[src/rtl/mem_arbiter_pkg.sv]
// Shared encodings for the RAM arbiter. These sit next to the mobo state definitions.
package mem_arbiter_pkg;

    typedef enum logic [1:0] {
        ARB_IDLE   = 2'd0,
        ARB_ACCESS = 2'd1,
        ARB_DONE   = 2'd2
    } arb_state_e;

    typedef enum logic {
        OWN_CPU = 1'b0,
        OWN_VGA = 1'b1
    } arb_owner_e;

endpackage

[src/rtl/arb_timeout_counter.sv]
// Counts posedges spent in ACCESS; expired is high on the TIMEOUT_CYCLES-th one.
module arb_timeout_counter #(
    parameter int unsigned TIMEOUT_CYCLES = 255
) (
    input  logic clk,
    input  logic rst,
    input  logic clear,
    input  logic enable,
    output logic expired
);

    localparam int unsigned CNT_W = (TIMEOUT_CYCLES > 1) ? $clog2(TIMEOUT_CYCLES) : 1;
    localparam logic [CNT_W-1:0] LAST = CNT_W'(TIMEOUT_CYCLES - 1);

    logic [CNT_W-1:0] cnt_q;

    assign expired = (cnt_q == LAST);

    always_ff @(posedge clk or posedge rst) begin
        if (rst) begin
            cnt_q <= '0;
        end else if (clear) begin
            cnt_q <= '0;
        end else if (enable && !expired) begin
            cnt_q <= cnt_q + CNT_W'(1);
        end
    end

endmodule

[src/rtl/mem_arbiter.sv]
// Two-requester (CPU/VGA) arbiter for the single mobo RAM port: one access at a time,
// VGA priority with a bounded burst while the CPU waits, and a RAM response timeout.
module mem_arbiter
    import mem_arbiter_pkg::*;
#(
    parameter int unsigned ADDR_W         = 32,
    parameter int unsigned DATA_W         = 32,
    parameter int unsigned VGA_BURST_MAX  = 4,
    parameter int unsigned TIMEOUT_CYCLES = 255
) (
    input  logic              clk,
    input  logic              rst,
    input  logic              cpu_req,
    input  logic              cpu_we,
    input  logic [ADDR_W-1:0] cpu_addr,
    input  logic [DATA_W-1:0] cpu_wdata,
    output logic [DATA_W-1:0] cpu_rdata,
    output logic              cpu_done,
    output logic              cpu_err,
    input  logic              vga_req,
    input  logic              vga_we,
    input  logic [ADDR_W-1:0] vga_addr,
    input  logic [DATA_W-1:0] vga_wdata,
    output logic [DATA_W-1:0] vga_rdata,
    output logic              vga_done,
    output logic              vga_err,
    output logic              ram_en,
    output logic              ram_we,
    output logic [ADDR_W-1:0] ram_addr,
    output logic [DATA_W-1:0] ram_wdata,
    input  logic [DATA_W-1:0] ram_rdata,
    input  logic              ram_ready,
    output logic              busy
);

    localparam int unsigned BURST_W = $clog2(VGA_BURST_MAX + 1);
    localparam logic [BURST_W-1:0] BURST_LIMIT = BURST_W'(VGA_BURST_MAX);

    arb_state_e          state_q, state_d;
    arb_owner_e          owner_q, owner_d;
    logic                err_q, err_d;
    logic [BURST_W-1:0]  burst_q, burst_d;
    logic                ram_we_q, ram_we_d;
    logic [ADDR_W-1:0]   ram_addr_q, ram_addr_d;
    logic [DATA_W-1:0]   ram_wdata_q, ram_wdata_d;
    logic [DATA_W-1:0]   cpu_rdata_q, cpu_rdata_d;
    logic [DATA_W-1:0]   vga_rdata_q, vga_rdata_d;
    logic                grant;
    logic                cpu_wins;
    logic                expired;

    arb_timeout_counter #(
        .TIMEOUT_CYCLES (TIMEOUT_CYCLES)
    ) u_timeout (
        .clk     (clk),
        .rst     (rst),
        .clear   (grant),
        .enable  (state_q == ARB_ACCESS),
        .expired (expired)
    );

    // VGA wins ties unless it has used up its burst allowance while the CPU waits.
    assign cpu_wins = cpu_req && (!vga_req || (burst_q == BURST_LIMIT));

    always_comb begin
        state_d     = state_q;
        owner_d     = owner_q;
        err_d       = err_q;
        burst_d     = burst_q;
        ram_we_d    = ram_we_q;
        ram_addr_d  = ram_addr_q;
        ram_wdata_d = ram_wdata_q;
        cpu_rdata_d = cpu_rdata_q;
        vga_rdata_d = vga_rdata_q;
        grant       = 1'b0;

        case (state_q)
            ARB_IDLE: begin
                if (cpu_wins) begin
                    grant       = 1'b1;
                    state_d     = ARB_ACCESS;
                    owner_d     = OWN_CPU;
                    err_d       = 1'b0;
                    burst_d     = '0;
                    ram_we_d    = cpu_we;
                    ram_addr_d  = cpu_addr;
                    ram_wdata_d = cpu_wdata;
                end else if (vga_req) begin
                    grant       = 1'b1;
                    state_d     = ARB_ACCESS;
                    owner_d     = OWN_VGA;
                    err_d       = 1'b0;
                    if (!cpu_req) begin
                        burst_d = '0;
                    end else if (burst_q != BURST_LIMIT) begin
                        burst_d = burst_q + BURST_W'(1);
                    end
                    ram_we_d    = vga_we;
                    ram_addr_d  = vga_addr;
                    ram_wdata_d = vga_wdata;
                end
            end
            ARB_ACCESS: begin
                if (ram_ready) begin
                    state_d = ARB_DONE;
                    if (owner_q == OWN_CPU) cpu_rdata_d = ram_rdata;
                    else                    vga_rdata_d = ram_rdata;
                end else if (expired) begin
                    state_d = ARB_DONE;
                    err_d   = 1'b1;
                    if (owner_q == OWN_CPU) cpu_rdata_d = '0;
                    else                    vga_rdata_d = '0;
                end
            end
            ARB_DONE: state_d = ARB_IDLE;
            default:  state_d = ARB_IDLE;
        endcase
    end

    always_ff @(posedge clk or posedge rst) begin
        if (rst) begin
            state_q     <= ARB_IDLE;
            owner_q     <= OWN_CPU;
            err_q       <= 1'b0;
            burst_q     <= '0;
            ram_we_q    <= 1'b0;
            ram_addr_q  <= '0;
            ram_wdata_q <= '0;
            cpu_rdata_q <= '0;
            vga_rdata_q <= '0;
        end else begin
            state_q     <= state_d;
            owner_q     <= owner_d;
            err_q       <= err_d;
            burst_q     <= burst_d;
            ram_we_q    <= ram_we_d;
            ram_addr_q  <= ram_addr_d;
            ram_wdata_q <= ram_wdata_d;
            cpu_rdata_q <= cpu_rdata_d;
            vga_rdata_q <= vga_rdata_d;
        end
    end

    // Strobes decode directly from registered state, so they are glitch-free and clear on reset.
    assign ram_en    = (state_q == ARB_ACCESS);
    assign busy      = (state_q != ARB_IDLE);
    assign cpu_done  = (state_q == ARB_DONE) && (owner_q == OWN_CPU);
    assign vga_done  = (state_q == ARB_DONE) && (owner_q == OWN_VGA);
    assign cpu_err   = cpu_done && err_q;
    assign vga_err   = vga_done && err_q;
    assign ram_we    = ram_we_q;
    assign ram_addr  = ram_addr_q;
    assign ram_wdata = ram_wdata_q;
    assign cpu_rdata = cpu_rdata_q;
    assign vga_rdata = vga_rdata_q;

endmodule

[config.mk]
export PLATFORM = sky130hd
export DESIGN_NAME = mem_arbiter
export DESIGN_NICKNAME = d
export VERILOG_FILES = /design/src/rtl/mem_arbiter_pkg.sv /design/src/rtl/arb_timeout_counter.sv /design/src/rtl/mem_arbiter.sv
export SDC_FILE = /design/constraint.sdc
export NUM_CORES = 1
export LEC_CHECK = 0
export ABC_AREA = 1
export CAP_MARGIN = 25
export CELL_PAD_IN_SITES_DETAIL_PLACEMENT = 1
export CELL_PAD_IN_SITES_GLOBAL_PLACEMENT = 2
export CORE_UTILIZATION = 24
export CTS_CLUSTER_DIAMETER = 50
export DETAILED_ROUTE_END_ITERATION = 8
export GPL_TIMING_DRIVEN = 0
export PLACE_DENSITY_LB_ADDON = 0.1
export RECOVER_POWER = 25
export SYNTH_ARGS = -nofsm -noshare
export SYNTH_HDL_FRONTEND = slang
export SYNTH_HIERARCHICAL = 1
export SYNTH_SLANG_ARGS = --single-unit
[constraint.sdc]
create_clock -name clk -period 10.04 [get_ports clk]
set_input_delay 2.008 -clock clk [delete_from_list [all_inputs] [get_ports clk]]
set_output_delay 2.008 -clock clk [all_outputs]
set_load 0.03 [all_outputs]
==> flow_metrics.env <==
export IMPL_status="finished, violations left"
export IMPL_violations="max-capacitance violations, max-slew violations"
export IMPL_grt_pass1_wl_mm=41.70
export IMPL_fin_nets=1405
export IMPL_layout_common_cells="nand2_1, clkdlybuf4s50_1, inv_1, dfrtp_1, nand3_1"
export IMPL_yosys_warnings=6
export IMPL_avgSynthCellArea_um2=7.652
export IMPL_ys_top_cells_by_area="dfrtp_1, nand2_1, nand3_1"
export IMPL_synth_edf_count=0
export IMPL_stdcell_count=1631
export IMPL_antenna_found_initial=1
export IMPL_place_gp_congestion=0.7492
export IMPL_fp_dieArea_um2=29860
export IMPL_n_antenna_cell=0
export IMPL_reg2reg_depth=12
export IMPL_syn_area_um2=7002
export IMPL_hold_depth=2
export IMPL_utilization_pct=38.47
export IMPL_drv_cap=1
export IMPL_postRouteAntennaNets=0
export IMPL_max_slew_margin_pct=-108.3
export IMPL_fin_skew_ns=0.01469
export IMPL_clk_pin_slew_ns=0.07
export IMPL_final_hold_viol_count=0
export IMPL_initial_core_util_pct=24.39
export IMPL_clk_latency_ns=0.43
export IMPL_crit_required_ns=10.06
export IMPL_cts_setup_buffers=0
export IMPL_finalCriticalPeriod_ns=4.367
export IMPL_final_common_cell="nand2_1"
export IMPL_synth_top_area_cell="dfrtp_1"
export IMPL_grt_overflow=0
export IMPL_worst_setup_path_end_kind="async pin"
export IMPL_grt_usage_pct=17.87
export IMPL_synthDistinctLibCells=26
export IMPL_ys_ff_latch=144
export IMPL_drt_initial_drc_count=298
export IMPL_core_area_um2=28700
export IMPL_row_count=62
export IMPL_dieWidth_um=172.8
export IMPL_p_leak_nw=5.451
export IMPL_syn_to_final_growth_pct=57.68
export IMPL_io_pins=302
export IMPL_die_h_um=172.8
export IMPL_drive_gt1_share_pct=5.934
export IMPL_place_ws_ns=6.222
export IMPL_peakVddDrop_v=0.00008807
export IMPL_syn_inst=915
export IMPL_grt_pass1_vias=7236
export IMPL_rsz0062_at_grt="no"
export IMPL_crit_slowest_cell="clkinvlp_2"
export IMPL_fill_cells=3488
export IMPL_cts_hold_fix_buffers=0
export IMPL_worst_slack_ns=5.673
export IMPL_critical_path_depth=2
export IMPL_hp_class="reg2reg"
export IMPL_cts_tree="done"
export IMPL_route_detailed_drc=0
export IMPL_post_cts_resize_count=0
export IMPL_synth_net_count=1086
export IMPL_ys_async_sr_fraction_pct=100.0
export IMPL_synth_top_area_share_pct=51.47
export IMPL_routedWlPerCell_um=15.77
export IMPL_path_cells="dlygate4sd3_1 -> clkinvlp_2"
export IMPL_max_stage_delay_ns=1.75
export IMPL_path_buf_inv=2
export IMPL_cts_made_buffers=17
export IMPL_hpwlAfterDp_mm=18.93
export IMPL_drt_wl_total_mm=25.72
export IMPL_powerDensity_nw_per_um2=293.1
export IMPL_io_buffers=299
export IMPL_vias=6955
export IMPL_post_route_period_util_pct=43.50
export IMPL_htreeDepth=4
export IMPL_clock_fmax_mhz=229.0
export IMPL_dp_cells=1599
export IMPL_ys_seq_area_share_pct=51.47
export IMPL_cts_root_buf="clkbuf_16"
export IMPL_avgViaCountPerCell=4.264
export IMPL_finalSetupViolCount=0
export IMPL_worstPathArrival_ns=4.39
export IMPL_multiInputGateArea_um2=2516
export IMPL_regArea_um2=3603
export IMPL_dr_pass1_iters=4
export IMPL_worstSetupStartpointType="input port"
export IMPL_clock_path_buffers=2
export IMPL_cts_sinks=144
export IMPL_synthFlopType="dfrtp_1"
export IMPL_grt_max_degree=76
export IMPL_path_max_fanout=62
export IMPL_cp_top_family="buffers and inverters"
export IMPL_critPathKind="in2async"
export IMPL_tns_ns=0
export IMPL_drv_slew=62
export IMPL_worstMarginPinSlew_ns=3.107
cell families (layout without fill, tap and decap cells):
| family | after synthesis | count (layout) | synth area share (%) |
|---|---|---|---|
| compound gates | 73 | 73 | 5.415 |
| flops | 144 | 144 | 51.47 |
| xor+xnor | 4 | 4 | 0.5004 |
| buf+inv | 201 | 533 | 12.28 |
| simple gates | 489 | 489 | 29.63 |
| fa+ha+maj | 4 | 4 | 0.7148 |
synthesized netlist by cell type, types with 4 or more instances:
master,n
nand2_1,323
inv_1,145
dfrtp_1,144
nand3_1,137
o21ai_1,65
buf_2,23
clkbuf_1,17
nor2_1,11
buf_6,7
buf_4,5
nand2_2,5
o21ai_0,5
ha_1,4
registers in the layout, indices dropped and copies added (netlist names):
register,cells
err_q,1
ram_wdata,32
ram_addr,32
burst_q,3
cpu_rdata,32
ram_we,1
state_q,2
u_timeout/cnt_q,8
owner_q,1
vga_rdata,32
path summary, 6_finish.rpt:
kind,from,to,slack [ns]
min in group asynchronous,rst,u_timeout/cnt_q[7]$_DFFE_PP0P_,2.02
hold reg to reg,ram_addr[11]$_DFFE_PP0P_,ram_addr[11]$_DFFE_PP0P_,0.48
max in group clk,state_q[0]$_DFFE_PP0P_,cpu_err,6.11
hold / removal,ram_addr[11]$_DFFE_PP0P_,ram_addr[11]$_DFFE_PP0P_,0.48
setup reg to reg,u_timeout/cnt_q[0]$_DFFE_PP0P_,cpu_rdata[5]$_DFFE_PP0P_,7.70
setup / recovery,rst,vga_rdata[9]$_DFFE_PP0P_,5.67
worst reg2reg max path, cell delays in order, from the launching register on:
cell and delay, ns:
dfrtp_1 0.40, inv_1 0.12, ha_1 0.16, nand2_1 0.05, nor2_1 0.15, nand2_2 0.12
inv_2 0.08, nor2_1 0.04, nor2_1 0.20, nand2_1 0.30, clkbuf_1 0.37, nand2_1 0.12
o21ai_0 0.10
stage by stage:
stage | total power, W | hold slack [ns] | instance area [um^2]
after floorplan | 0.001884 | 0.4700 | 7002
after global placement | 0.002622 | 0.4609 | 10480
after detailed placement | 0.002640 | 0.4643 | 10510
after CTS | 0.003311 | 0.4830 | 11100
after global routing | 0.003445 | 0.5046 | 11040
final | 0.003236 | 0.4804 | 11040
routing by layer:
| metal | track usage, % | up-vias | share of wire (%) |
|---|---|---|---|
| li1 | - | 3445 | - |
| met4 | 4.240 | 2 | 1.1 |
| met5 | 0 | - | 0.051 |
| met2 | 28.09 | 181 | 45 |
| met3 | 4.705 | 15 | 6.0 |
| met1 | 24.43 | 3312 | 48 |
cell type report:
class / count / share of cell area (%)
sequential: 144 / 32.64
timing repair buffer: 300 / 27.36
multi-input combinational: 570 / 22.79
inverter: 149 / 5.122
tap: 384 / 4.352
clock buffer: 17 / 3.853
buffer: 52 / 2.357
clock inverter: 15 / 1.530
where the power goes:
part | leakage, nW | switching [W] | internal (W) | total [W]
Combinational | 3.33 | 0.000990 | 0.000629 | 0.00162
Clock | 0.287 | 0.000299 | 0.000355 | 0.000654
Sequential | 1.83 | 0.000139 | 0.000824 | 0.000963
Note: power is estimated with default switching activity, not from simulation.
